<file path="src/rtl/line_packer.sv">
// Assembles groups of ROWS narrow row beats into one LINE_W-bit line, with a
// holding register so the next line can be built while the current one waits.
module line_packer #(
  parameter int ROW_W  = 5,
  parameter int ROWS   = 5,
  parameter int LINE_W = 25,
  parameter int CNT_W  = 8
) (
  input  logic              clk,
  input  logic              rst,
  input  logic [ROW_W-1:0]  in_row,
  input  logic              in_valid,
  output logic              in_ready,
  input  logic              flush,
  output logic [LINE_W-1:0] line,
  output logic              line_valid,
  input  logic              line_ack,
  output logic [2:0]        row_idx,
  output logic [CNT_W-1:0]  line_count
);

  typedef enum logic {FILL, HOLD} state_t;

  state_t              state_q, state_d;
  logic [LINE_W-1:0]   a_q, a_d;
  logic [2:0]          r_q, r_d;
  logic [LINE_W-1:0]   o_q, o_d;
  logic                lv_q, lv_d;
  logic [CNT_W-1:0]    cnt_q, cnt_d;
  logic [LINE_W-1:0]   a_wr;
  logic                o_free;

  always_ff @(posedge clk or negedge rst) begin
    if (!rst) begin
      state_q <= FILL;
      a_q     <= '0;
      r_q     <= '0;
      o_q     <= '0;
      lv_q    <= 1'b0;
      cnt_q   <= '0;
    end else begin
      state_q <= state_d;
      a_q     <= a_d;
      r_q     <= r_d;
      o_q     <= o_d;
      lv_q    <= lv_d;
      cnt_q   <= cnt_d;
    end
  end

  always_comb begin
    state_d  = state_q;
    a_d      = a_q;
    r_d      = r_q;
    o_d      = o_q;
    lv_d     = lv_q;
    cnt_d    = cnt_q;
    in_ready = (state_q == FILL);
    o_free   = !lv_q || line_ack;

    // Assembly register with the incoming row merged into slot r.
    a_wr = a_q;
    for (int i = 0; i < ROWS; i++) begin
      if (int'(r_q) == i) a_wr[i*ROW_W +: ROW_W] = in_row;
    end

    if (lv_q && line_ack) begin
      cnt_d = cnt_q + CNT_W'(1);
      lv_d  = 1'b0;
    end

    case (state_q)
      FILL: begin
        if (flush) begin
          r_d = '0;
          a_d = '0;
        end else if (in_valid) begin
          if (int'(r_q) == ROWS - 1) begin
            r_d = '0;
            if (o_free) begin
              o_d  = a_wr;
              lv_d = 1'b1;
            end else begin
              a_d     = a_wr;
              state_d = HOLD;
            end
          end else begin
            a_d = a_wr;
            r_d = r_q + 3'd1;
          end
        end
      end
      HOLD: begin
        // Transfer lands on the ack edge itself, so output never bubbles.
        if (o_free) begin
          o_d     = a_q;
          lv_d    = 1'b1;
          state_d = FILL;
        end
      end
      default: state_d = FILL;
    endcase
  end

  assign line       = o_q;
  assign line_valid = lv_q;
  assign row_idx    = r_q;
  assign line_count = cnt_q;

endmodule

</file>
<file path="config.mk">
export PLATFORM = sky130hd
export DESIGN_NAME = line_packer
export DESIGN_NICKNAME = d
export VERILOG_FILES = /design/src/rtl/line_packer.sv
export SDC_FILE = /design/constraint.sdc
export NUM_CORES = 1
export LEC_CHECK = 0
export ABC_AREA = 0
export CAP_MARGIN = 30
export CORE_MARGIN = 2
export CORE_UTILIZATION = 54
export DETAILED_ROUTE_END_ITERATION = 12
export GPL_ROUTABILITY_DRIVEN = 0
export PLACE_DENSITY = 0.8
export SYNTH_ARGS = -nofsm -noshare
export SYNTH_HDL_FRONTEND = slang
export SYNTH_SLANG_ARGS = --single-unit
</file>
<file path="constraint.sdc">
create_clock -name clk -period 2.6 [get_ports clk]
set_input_delay 0.26 -clock clk [delete_from_list [all_inputs] [get_ports clk]]
set_output_delay 0.26 -clock clk [all_outputs]
set_load 0.005 [all_outputs]
</file>
[Yosys cells after proc, flatten, opt, wreduce, memory -nomap -nowiden]
Cells that the tools add are included.
Word-level totals
  flip-flop bits (word level): 63
  input port bits: 10
  output and inout bits: 38
  logic and storage cells: 56
Cells by class
  add/sub/neg operators: 2
  equal/unequal tests: 10
  multiplexer cells: 29
  bitwise logic cells: 1
  reductions and logical operators: 8
Operator list (number)
  two-way mux 25 bit: 9
  one-hot mux 25 bit (2 select lines): 1
  two-way mux 5 bit: 5
  == test 3 bit, second input constant: 3
  two-way mux 1 bit: 9
  two-way mux 3 bit: 3
  adder 8 x 1 -> 8 bit, second input constant: 1
  != test 2 x 1 -> 1 bit, second input constant: 3
  AND reduction 5 bit: 1
  != test 2 bit, second input constant: 2
  one-hot mux 1 bit (2 select lines): 2
  adder 3 x 1 -> 3 bit, second input constant: 1
  == test 3 x 2 -> 1 bit, second input constant: 1
  zero test 3 bit: 1
  != test 3 bit, second input constant: 1
  AND reduction 3 bit: 1
  AND reduction 2 bit: 1
  nonzero test 2 bit: 1
  logical AND 1 bit: 1
  zero test 1 bit: 1
  logical OR 1 bit: 1
  NOT 1 bit: 1

[Logic depth before layout (Yosys ltp)]
  depth after elaboration: 7
  depth in mapped cells: 7
  depth with buffers taken out: 5

[Worst setup path after synthesis]
No wires, ideal clock.
  path type: register to register
  start point: register r_q[2], in the netlist row_idx[2]
  end point: register o_q[15], in the netlist line[15]
  library setup time: 0.125 ns
  arrival: 1.772 ns
  required time: 2.475 ns
  slack: 0.703 ns
  cell stages (with the launch flop): 8
  buffers on the path: 2
  clock period less this slack: 1.897 ns
  path through: dfrtp_1 buf_6 clkbuf_1 inv_1 ha_1 nand2b_1 mux2_2 mux2_4
On the way
  word-level cells in the longest chain between the ends: 7
  elaborated cells between the ends (all ways): 10
  those cells by class: eq/ne: 3; mux: 6; reduce/logical: 1
RTL lines
  start: declaration: line 26  | logic [2:0] r_q, r_d;
  start signal: assignment: line 44  | r_q <= r_d;
  == test 3 bit: line 64  | if (int'(r_q) == i) a_wr[i*ROW_W +: ROW_W] = in_row;
  two-way mux 5 bit: line 64
  two-way mux 25 bit: line 80  | if (o_free) begin
  two-way mux 25 bit: line 78  | if (int'(r_q) == ROWS - 1) begin
  two-way mux 25 bit: line 77  | end else if (in_valid) begin
  two-way mux 25 bit: line 74  | if (flush) begin
  one-hot mux 25 bit (2 select lines): line 72  | case (state_q)
  end signal: assignment: line 38  | o_q <= '0;
  end signal: assignment: line 45  | o_q <= o_d;
  end: declaration: line 27  | logic [LINE_W-1:0] o_q, o_d;
Several ways; a longest one is shown, not always the timed one. The select of a mux whose other input is x is not followed.
A chain may end at the register's enable or synchronous reset.

[Worst setup path after layout]
  start point: register r_q[0], in the netlist row_idx[0]
  end point: register o_q[15], in the netlist line[15]
Same word-level chain as after synthesis.

==> metrics <==
status=finished clean; # fillers=429; Avg Synthesized Cell Area=12.85 um^2; Final Setup Violations=0; final worst slack=0.4402 ns; WP data arrival=2.40 ns; CTS sink cnt=63; Antenna Violating Nets Remaining=0; Antenna Cells=0; Finished Cell Area=0.003961 mm^2; P_leak=0.001818 uW; Core ar.=0.005851 mm^2; cell chain of the critical path=inv_1, ha_1, buf_4, nand4b_4, a21oi_4, buf_4, mux2_4; worst hold slack=0.4206 ns; worst min-delay path class=in -> async; Fin. Hold Viols=0; vias per cell=5.661; normalized max-slew margin=62.79%; routed vias=2157; CP endpoint kind=register; Synth Cell Area=0.003238 mm^2; Worst-path clk slew=0.07 ns; max-slew violation count=0; Top Ports=48; most common cell after layout, fill and taps aside=dfrtp_1; Net count, final=318; CTS tree=yes; EDFF count, synth=0; worst-case clock buffer depth=2; Total GRT Usage=23.38%; # rows=28; fmax=0.4630 GHz; H-tree depth=3; Die X-Extent=81.44 um; initial antenna violation count=0; final wirelength=6965 um; Max Cap Viol=0; clock skew=0.009813 ns; pre-CTS setup slack=0.4217 ns; Congestion Overflow GR=0; crit start category=register; Slew @ Worst Pin=0.5581 ns; post-DR wirelength/cell=18.28 um; setup TNS=0 ns; largest net degree at the start of global routing=26; Placed Cells=365; largest fanout on the critical path=18; PwrDens=744.8 mW/mm^2; Die Ht=81.44 um; CP dominant cell by count=buf_4; YS warnings=0; slowest CP cell=dfrtp_1; synth unique cells=37; Synth Instances=252; WS Path Type=reg -> reg; share of layout cells above drive strength 1=26.80%; vias in the first global route=2206; asr flop ratio synth=100.0%; Skew-Pair Late Insertion Delay=0.35 ns; Starting Density=55.35%; Syn Nets=268; cts bufs inserted=9; final cell count without fillers=381; first-pass GRT wire length=11300 um; Primary FF master, synth=dfrtp_1; Worst VDD drop=0.5115 mV; Die ar.=0.006632 mm^2; CP peak stage delay=0.44 ns; post-layout min period=2.160 ns; final worst-path cycle share=83.07%; P&R area growth vs syn=22.33%; post-DP HPWL=4760 um; # Post-CTS Setup Buffers=0; unrepaired setup endpoints after global routing=no; most frequent cells in the layout=63 x dfrtp_1, 46 x clkdlybuf4s50_1, 31 x mux2_2; Initial DRC Count=127; FF+latch count, synth=63; Crit path required time=2.84 ns; placed cell area=0.003740 mm^2; First-pass DRT Iterations=4; Clk Tree Root Cell=clkbuf_8; Seq/Total Area, Yosys=48.69%; DRC viols=0; Buffers on Ports=47
[per-stage QoR]
stage | power [uW] | utilization, %
finish | 2951 | 67.71
detailed placement | 2037 | 63.92
floorplan | 1647 | -
global route | 3092 | 67.71
CTS | 2973 | 67.71
global placement | 2010 | 63.92
[timing repair]
item                                    4_1_cts  5_1_grt
resized for setup                             0        0
endpoints found under the setup margin        0        0
hold buffers                                  1        0
endpoints found under the hold margin        21        0
[routing by layer]
layer	part of all wire [%]	global-route usage, %
met2	49	38.61
met5	0	0
met3	3.3	5.495
met4	2.4	9.492
met1	45	29.67
[kinds of logic (layout without fill, tap and decap cells)]
group	count (synthesis)	count (layout)	synth area share [%]
and+or+nand+nor	62	62	12.60
AOI/OAI and AO/OA	41	41	10.12
buffers and inverters	22	76	4.328
muxes	51	51	20.05
adders and majority gates	6	6	2.318
xor gates and xnor gates	7	7	1.893
DFF	63	63	48.69
[state kept, by name, summed over array words and instances (netlist names)]
signal      flops
a_q            25
line           25
line_count      8
line_valid      1
row_idx         3
state_q         1
[worst max-delay path, delay by kind of cell (launching register included)]
kind / cells / cell delay (ns)
AOI/OAI and AO/OA: 1 / 0.18
buffers and inverters: 3 / 0.66
and+or+nand+nor: 1 / 0.12
DFF: 1 / 0.44
adders and majority gates: 1 / 0.30
muxes: 1 / 0.34
[synth_stat cells, types with 6 or more instances]
master,instances,area (um^2)
nand2_1,17,63.81
and3b_1,8,70.07
mux2_4,20,300.3
o21ai_0,10,50.05
ha_1,6,75.07
nand2b_1,9,56.30
clkbuf_1,10,37.54
a22o_1,8,70.07
mux2_2,31,349.1
a22oi_1,6,45.04
xnor2_1,6,52.55
a32o_1,6,60.06
dfrtp_1,63,1577
[final timing paths]
check	cells past startpoint	end	from	slack, ns
worst max-delay path	7	line[15]$_DFFE_PN0P_	row_idx[0]$_DFFE_PN0P_	0.44
worst min-delay path	2	line[6]$_DFFE_PN0P_	rst	0.42
worst max register to register	7	line[15]$_DFFE_PN0P_	row_idx[0]$_DFFE_PN0P_	0.44
worst min register to register	1	line_count[7]$_DFFE_PN0P_	line_count[7]$_DFFE_PN0P_	0.49
max in group asynchronous	3	row_idx[1]$_DFFE_PN0P_	rst	1.48
min in group clk	1	line_count[7]$_DFFE_PN0P_	line_count[7]$_DFFE_PN0P_	0.49
[where the power goes]
group	switching (uW)	total [uW]	internal, uW
Combinational	263	762	499
Sequential	117	1260	1140
Clock	376	933	558
Total	756	2950	2190
[cell type report]
type | instances | area (um^2) | area share, %
multi-input cells | 167 | 1521 | 38.41
flip-flops and latches | 63 | 1577 | 39.80
clock inverters | 4 | 70.07 | 1.769
clock buffers | 11 | 141.4 | 3.569
repair buffers | 57 | 543.0 | 13.71
well taps | 75 | 93.84 | 2.369
inverters | 4 | 15.01 | 0.3790
No activity file was read; power rests on OpenSTA's default activity.
